===== src/rtl/mux_somador_registrador_pkg.sv =====
// Shared width default and mux-select encoding for the mux/adder/register slice.
package mux_somador_registrador_pkg;

  localparam int DEFAULT_WIDTH = 4;

  typedef enum logic {
    SEL_C = 1'b0,
    SEL_B = 1'b1
  } sel_e;

endpackage


===== src/rtl/mux_somador_registrador_somador_mux.sv =====
// Combinational 2:1 mux (S=1 -> B, S=0 -> C) feeding an unsigned adder with A.
// The sum is formed one bit wider than the operands so the carry is kept.
module somador_mux
  import mux_somador_registrador_pkg::*;
#(
  parameter int WIDTH = DEFAULT_WIDTH
) (
  input  logic [WIDTH-1:0] A,
  input  logic [WIDTH-1:0] B,
  input  logic [WIDTH-1:0] C,
  input  logic             S,
  output logic [WIDTH-1:0] sum,
  output logic             carry
);

  logic [WIDTH-1:0] sel_s;
  logic [WIDTH:0]   sum_full_s;

  // Operand select; an unknown select falls back to C.
  always_comb begin
    sel_s = C;
    case (sel_e'(S))
      SEL_B:   sel_s = B;
      SEL_C:   sel_s = C;
      default: sel_s = C;
    endcase
  end

  // Widened add so the top bit carries out.
  always_comb begin
    sum_full_s = {1'b0, A} + {1'b0, sel_s};
  end

  assign sum   = sum_full_s[WIDTH-1:0];
  assign carry = sum_full_s[WIDTH];

endmodule


===== src/rtl/mux_somador_registrador.sv =====
// Mux-then-add datapath stage with an enabled, asynchronously reset result register.
// Define MUX_SOMADOR_REGISTRADOR_COUT_EN to add the registered carry output COUT.
module mux_somador_registrador
  import mux_somador_registrador_pkg::*;
#(
  parameter int WIDTH = DEFAULT_WIDTH
) (
  input  logic             CLK,
  input  logic             RESET,
  input  logic [WIDTH-1:0] A,
  input  logic [WIDTH-1:0] B,
  input  logic [WIDTH-1:0] C,
  input  logic             S,
  input  logic             ENABLE,
`ifdef MUX_SOMADOR_REGISTRADOR_COUT_EN
  output logic             COUT,
`endif
  output logic [WIDTH-1:0] RES
);

  logic [WIDTH-1:0] sum_s;
  logic             carry_s;
  logic [WIDTH-1:0] res_r;

  somador_mux #(
    .WIDTH (WIDTH)
  ) u_somador_mux (
    .A     (A),
    .B     (B),
    .C     (C),
    .S     (S),
    .sum   (sum_s),
    .carry (carry_s)
  );

  // Result register: reset wins over everything, otherwise load only when enabled.
  always_ff @(posedge CLK or posedge RESET) begin
    if (RESET) begin
      res_r <= '0;
    end else if (ENABLE) begin
      res_r <= sum_s;
    end
  end

  assign RES = res_r;

`ifdef MUX_SOMADOR_REGISTRADOR_COUT_EN
  logic cout_r;

  // Carry register, loaded under the same rules as the result.
  always_ff @(posedge CLK or posedge RESET) begin
    if (RESET) begin
      cout_r <= 1'b0;
    end else if (ENABLE) begin
      cout_r <= carry_s;
    end
  end

  assign COUT = cout_r;
`else
  logic unused_carry_s;
  assign unused_carry_s = carry_s;
`endif

endmodule


===== config.mk =====
export PLATFORM = sky130hd
export DESIGN_NAME = mux_somador_registrador
export DESIGN_NICKNAME = d
export VERILOG_FILES = /design/src/rtl/mux_somador_registrador_pkg.sv /design/src/rtl/mux_somador_registrador_somador_mux.sv /design/src/rtl/mux_somador_registrador.sv
export SDC_FILE = /design/constraint.sdc
export NUM_CORES = 1
export LEC_CHECK = 0
export BUFFER_PORTS_ARGS = -buffer_cell sky130_fd_sc_hd__buf_4
export CAP_MARGIN = 10
export CORE_AREA = 2 2 39 41
export CTS_BUF_LIST = sky130_fd_sc_hd__clkbuf_8
export DETAILED_ROUTE_END_ITERATION = 12
export DIE_AREA = 0 0 41 43
export HOLD_SLACK_MARGIN = 0.02
export SYNTH_ARGS = -nofsm -noshare
export SYNTH_HDL_FRONTEND = slang
export SYNTH_HIERARCHICAL = 1
export SYNTH_SLANG_ARGS = --single-unit

===== constraint.sdc =====
create_clock -name CLK -period 0.9 [get_ports CLK]
set_input_delay 0.045 -clock CLK [delete_from_list [all_inputs] [get_ports CLK]]
set_output_delay 0.045 -clock CLK [all_outputs]
set_load 0.02 [all_outputs]

# After elaboration in Yosys (flattened, before gate mapping)
# Index checks and enable logic that the tools add are counted.
# op_classes
addsub	1
muxes	1
bitwise	1
# ops
operator	n
$pmux 4 s2	1
$add 4x4->4	1
$not 1->1	1
# word_totals
register_bits	4
inputBits	16
output_inout_bits	4
wordCells	4

# Longest topological paths before layout
# Gate-level depths: netlist of run 1.
# depth
depth_word	3
mapped_depth	7
ltp_nobuf	7

# Hierarchy
# The synthesis of run 1 kept the hierarchy.
# modules_own_cells
module	n_inst	cells_each	area_per_inst_um2	seq_area_each_um2
somador_mux	1	20	180.2	0.0
mux_somador_registrador	1	9	148.9	100.1

# Worst setup path before layout of run 1
# No wires, ideal clock.
# synth_timing
path_kind	input -> register
from	input S
to	register res_r[3], in the netlist RES[3]
setup_ns	0.125
arrival_time_ns	1.218
required_ns	0.775
setup_slack_ns	-0.443
cell_stages	7
path_buffers	0
cell_sequence	mux2i_1 -> inv_1 -> ha_1 -> a21o_1 -> a21oi_2 -> xnor2_1 -> mux2_2
# synth_between
elab_chain_len	3
# synth_lines
item	line_no	rtl
start: declaration	mux_somador_registrador.sv:13	input logic S,
$not 1->1	mux_somador_registrador_somador_mux.sv:22	case (sel_e'(S))
$pmux 4 s2 *	mux_somador_registrador_somador_mux.sv:22	
$add 4x4->4 *	mux_somador_registrador_somador_mux.sv:31	sum_full_s = {1'b0, A} + {1'b0, sel_s};
via sum_s[3]	mux_somador_registrador.sv:21	logic [WIDTH-1:0] sum_s;
end signal: assignment	mux_somador_registrador.sv:41	res_r <= sum_s;
end: declaration	mux_somador_registrador.sv:23	logic [WIDTH-1:0] res_r;
# Mark *: on every way through the listed nets, which the timed path passes. The rest lies on a longest branch.
# A chain may end at the register's enable or synchronous reset.

# Worst setup path after layout of run 1
# layout_timing
from	input S
to	register res_r[1], in the netlist RES[1]
# The elaborated chain is that of the path after synthesis.

==> flow_metrics.py, run 1 <==
metrics = {
    "status": {
        "outcome": "complete, but fails checks",
        "violations": "negative setup slack",
    },
    "setup_path": {
        "reg2reg_slack_ps": 140,
        "r2r-end": "RES[1]$_DFFE_PP0P_",
        "crit_chain": "buf_8 -> mux2_4 -> ha_4 -> inv_2 -> fa_2 -> inv_2 -> mux2_4",
        "crit_cells": 7,
        "crit_family": "adder cells",
        "critPathMaxStageDelay_ps": 520,
        "slowest_stage": "fa_2",
        "cp_max_fo": 4,
        "critPathArrivalTime_ps": 1320,
        "start_kind": "input port",
        "path_buf_inv": 3,
        "worstRegToRegCells": 1,
        "critPathRequiredTime_ps": 990,
        "critical_path_class": "input port to flip-flop",
        "crit-reg2reg-launch": "RES[1]$_DFFE_PP0P_",
        "crit_path_end_kind": "flip-flop",
    },
    "cts": {
        "clk_latency_ps": 210,
        "numCtsBuffers": 3,
        "cts.path.max_buffers": 2,
        "ctsHtreeMaxLevel": 1,
        "clk_pin_slew_ps": 30,
        "cts_root_buffer": "clkbuf_8",
        "clock-sinks": 4,
        "cts_tree": "yes",
    },
    "global_routing": {
        "grt_max_degree": 5,
        "antenna_found_initial": 0,
        "grt_usage_pct": 9.707,
        "grt_pass1_wl_um": 1124,
        "overflow": 0,
        "grt_pass1_vias": 293,
    },
    "final_layout": {
        "largest_reg_flops": 4,
        "nNetsFinal": 74,
        "drive_above_1_share_pct": 72.55,
        "diodes": 0,
        "instances_no_fill": 67,
        "stdcell_area_um2": 590.6,
        "syn_to_final_growth_pct": 89.56,
    },
    "yosys": {
        "synth-warning-count": 6,
        "syn_nets": 47,
        "syn_area_um2": 311.5,
        "synth.avg_cell_area_um2": 11.98,
        "synth_cells": 26,
    },
    "min_path": {
        "min_from": "ENABLE",
        "hold_path_class": "input port to flip-flop",
        "holdPathEnd": "RES[2]$_DFFE_PP0P_",
        "hold_depth": 2,
    },
    "run": {
        "drv_cap": 0,
    },
    "die": {
        "dieArea_um2": 1763,
        "io_pins": 20,
        "die_w_um": 41,
        "initial_core_util_pct": 22.51,
        "num_rows": 14,
        "core_um2": 1384,
        "die_height_um": 43,
    },
    "power": {
        "p_leak_nw": 0.3005,
        "vdd_drop_max_mv": 0.7442,
        "p_per_area_nw_per_um2": 1690,
    },
    "timing": {
        "fin_worst_skew_ps": 0,
        "tightest_slew_ps": 136.7,
        "finalCriticalPeriod_ps": 1224,
        "finalSetupViolations": 3,
        "rsz0062_at_grt": "yes",
        "slew_violations": 0,
        "setup_slack_ps": -323.9,
        "setup_tns_ps": -864.0,
        "fmax_ghz": 0.8171,
        "fin_crit_sh_pct": 136.0,
        "finalHoldViolations": 0,
        "maxSlewHeadroom_pct": 90.69,
    },
    "placement": {
        "portBuffers": 19,
        "dpl-instance-area_um2": 521.8,
        "dp.cells": 63,
        "gp_congestion": 0.5876,
    },
    "routing": {
        "wl_per_cell_um": 10.72,
        "dr_total_vias": 279,
        "wl_um": 718,
        "drtIter0Drc": 0,
        "drc": 0,
        "via_per_inst": 4.164,
        "antenna_left": 0,
        "drt_pass1_iterations": 1,
    },
}
power breakdown:
group / internal [mW] / total (mW) / switching (mW)
Sequential: 0.226 / 0.249 / 0.0234
Combinational: 0.225 / 0.383 / 0.159
Clock: 0.284 / 0.366 / 0.0815
Total: 0.734 / 0.998 / 0.264
repair_timing:
| action | 4_1_cts | 5_1_grt |
|---|---|---|
| endpoints found under the hold margin | 4 | 0 |
| endpoints found under the setup margin | 3 | 3 |
| resized for setup | 5 | 2 |
| buffers inserted | 0 | 0 |
| pin swaps | 3 | 3 |
| hold buffers | 1 | 0 |
layer usage:
metal  GRT usage [%]  part of all wire, %  up-vias
li1                -                    -      136
met1           12.50                   39      123
met2           12.50                   44       20
met3           3.141                   17        0
met4           8.000                    0        0
met5               0                    0        -
worst max-delay path by stage:
stage	startpoint	to	slack, ps
floorplan	S	RES[3]$_DFFE_PP0P_	-380
global placement	S	RES[3]$_DFFE_PP0P_	-560
detailed placement	S	RES[3]$_DFFE_PP0P_	-580
CTS	S	RES[2]$_DFFE_PP0P_	-340
global route	S	RES[3]$_DFFE_PP0P_	-390
finish	S	RES[1]$_DFFE_PP0P_	-320
metrics by stage:
step                hold slack, ps  worst slack, ps  total power, mW  util, %
floorplan                   -188.9           -378.2           0.4409        -
global placement            -60.46           -560.6           0.6015    37.70
detailed placement          -55.52           -579.3           0.6091    37.70
CTS                          136.1           -336.1            1.014    42.50
global route                 150.2           -390.3            1.071    42.68
finish                       137.1           -323.9           0.9980    42.68
cell usage in the layout (no fill, tap or decap):
cell,n
buf_4,20
dfrtp_1,4
mux2_4,4
mux2_2,3
inv_1,3
clkbuf_8,3
ha_1,3
inv_2,2
xnor2_1,2
dlygate4sd3_1,1
buf_8,1
mux2i_4,1
a21o_1,1
a21oi_2,1
fa_2,1
ha_4,1
cell type report:
| cell class | count | area (um^2) |
|---|---|---|
| Multi-Input combinational cell | 17 | 235.2 |
| Timing Repair Buffer | 22 | 175.2 |
| Fill cell | 150 | 793.3 |
| Sequential cell | 4 | 100.1 |
| Inverter | 5 | 18.77 |
| Clock buffer | 3 | 41.29 |
| Tap cell | 16 | 20.02 |
Note: power is estimated with default switching activity, not from simulation.
==> run 2: changes to the inputs <==
- TNS_END_PERCENT: default -> 5
==> run 2 against run 1 <==
  * The run still ends with negative setup slack left
  * Worst setup slack gained 22 ps
  * Critical endpoint is now RES[3]$_DFFE_PP0P_
  * Sequential share of layout area grew 0.63 points
  * Combinational power shrank 8.4%
  * Non-clock buffer count shrank 1
  * Die area is the same
  * Highest routed layer unchanged
  * Sequential cell count is the same
==> flow_metrics.py, run 2 (same netlist as run 1, synthesis figures left out) <==
metrics = {
    "cts": {
        "cts.path.max_buffers": 2,
        "cts_tree": "yes",
        "clk_pin_slew_ps": 30,
        "ctsHtreeMaxLevel": 1,
        "cts_root_buffer": "clkbuf_8",
        "numCtsBuffers": 3,
        "clock-sinks": 4,
        "clk_latency_ps": 210,
    },
    "routing": {
        "wl_per_cell_um": 10.80,
        "drc": 0,
        "drtIter0Drc": 3,
        "antenna_left": 0,
        "wl_um": 713,
        "drt_pass1_iterations": 2,
        "dr_total_vias": 271,
        "via_per_inst": 4.106,
    },
    "setup_path": {
        "cp_max_fo": 4,
        "critPathRequiredTime_ps": 990,
        "crit-reg2reg-launch": "RES[0]$_DFFE_PP0P_",
        "worstRegToRegCells": 1,
        "critPathArrivalTime_ps": 1290,
        "critical_path_class": "input port to flip-flop",
        "start_kind": "input port",
        "r2r-end": "RES[0]$_DFFE_PP0P_",
        "crit_path_end_kind": "flip-flop",
        "reg2reg_slack_ps": 150,
    },
    "placement": {
        "gp_congestion": 0.5866,
        "portBuffers": 19,
        "dpl-instance-area_um2": 510.5,
    },
    "timing": {
        "fin_worst_skew_ps": 0,
        "setup_slack_ps": -302.2,
        "finalSetupViolations": 3,
        "fmax_ghz": 0.8318,
        "finalCriticalPeriod_ps": 1202,
        "finalHoldViolations": 0,
        "fin_crit_sh_pct": 133.6,
        "setup_tns_ps": -901.8,
        "rsz0062_at_grt": "yes",
        "whs_ps": 120.5,
        "slew_violations": 0,
        "tightest_slew_ps": 157.6,
        "maxSlewHeadroom_pct": 89.42,
    },
    "global_routing": {
        "overflow": 0,
        "grt_pass1_wl_um": 1014,
        "grt_max_degree": 5,
        "grt_pass1_vias": 277,
        "antenna_found_initial": 0,
        "grt_usage_pct": 8.577,
    },
    "final_layout": {
        "fillCellCount": 135,
        "post-route-util_pct": 41.14,
        "syn_to_final_growth_pct": 82.73,
        "stdcell_area_um2": 569.3,
        "largest_reg_flops": 4,
        "diodes": 0,
        "final_common_cell": "buf_4",
        "drive_above_1_share_pct": 66.00,
        "layout_common_cells": "19 x buf_4, 6 x mux2_2, 5 x inv_1, 4 x dfrtp_1",
        "nNetsFinal": 73,
    },
    "power": {
        "seqPwrFrac_pct": 25.7,
        "power_mw": 0.9643,
        "vdd_drop_max_mv": 0.9483,
        "p_leak_nw": 0.2849,
        "pwr-share-clk_pct": 37.9,
        "p_per_area_nw_per_um2": 1694,
        "swShare_pct": 26.49,
        "switchingPower_mw": 0.2555,
        "comb_power_share_pct": 36.4,
        "p_int_mw": 0.7088,
    },
    "min_path": {
        "hold_depth": 2,
        "hold_path_class": "input port to flip-flop",
        "holdPathEnd": "RES[0]$_DFFE_PP0P_",
        "min_from": "ENABLE",
    },
    "die": {
        "die_w_um": 41,
        "io_pins": 20,
        "dieArea_um2": 1763,
        "num_rows": 14,
        "die_height_um": 43,
        "core_um2": 1384,
        "initial_core_util_pct": 22.51,
    },
    "status": {
        "violations": "negative setup slack",
        "outcome": "complete, but fails checks",
    },
    "run": {
        "drv_cap": 0,
    },
}
-- run 2: critical path, stage by stage --
cell     delay, ps
buf_8           90
mux2i_4        220
inv_1           60
ha_1           260
a21o_1         160
a21oi_2        130
xnor2_1         70
mux2_2         260
-- run 2: worst max path at each step --
stage,start,to,slack (ps),cells past startpoint
6_report,S,RES[3]$_DFFE_PP0P_,-300,8
5_1_grt,S,RES[3]$_DFFE_PP0P_,-350,8
4_1_cts,S,RES[3]$_DFFE_PP0P_,-330,8
3_5_place_dp,S,RES[3]$_DFFE_PP0P_,-580,8
3_3_place_gp,S,RES[3]$_DFFE_PP0P_,-560,8
2_1_floorplan,S,RES[3]$_DFFE_PP0P_,-380,7
-- run 2: metal layers --
metal	GRT usage (%)	up-vias	routed length (um)
met1	8.170	117	254
met4	4.000	0	0
met5	0	-	0
li1	-	134	-
met3	5.759	0	143
met2	13.44	20	314
-- run 2: per-stage QoR --
step	worst slack (ps)	instances
5_1_grt	-354.0	66
3_3_place_gp	-560.7	62
3_5_place_dp	-575.9	62
4_1_cts	-326.1	66
6_report	-302.2	66
2_1_floorplan	-378.2	26
-- run 2: repair_timing --
item / in CTS / in global routing
endpoints found under the setup margin: 3 / 3
endpoints found under the hold margin: 4 / 0
resized for setup: 2 / 0
pin swaps: 1 / 1
hold buffers: 1 / 0
setup buffers: 0 / 0
-- run 2: power by group through the flow --
stage,clock network (mW),logic [mW],registers (mW)
after floorplan,0,0.132,0.304
after global placement,0,0.342,0.252
after detailed placement,0,0.348,0.250
after CTS,0.379,0.356,0.249
after global routing,0.398,0.380,0.256
final,0.365,0.351,0.248
-- run 2: layout make-up --
class | instances | area (um^2) | area share (%)
Tap cell | 16 | 20.02 | 3.516
Sequential cell | 4 | 100.1 | 17.58
Timing Repair Buffer | 21 | 167.7 | 29.45
Multi-Input combinational cell | 17 | 221.5 | 38.90
Clock buffer | 3 | 41.29 | 7.253
Inverter | 5 | 18.77 | 3.297
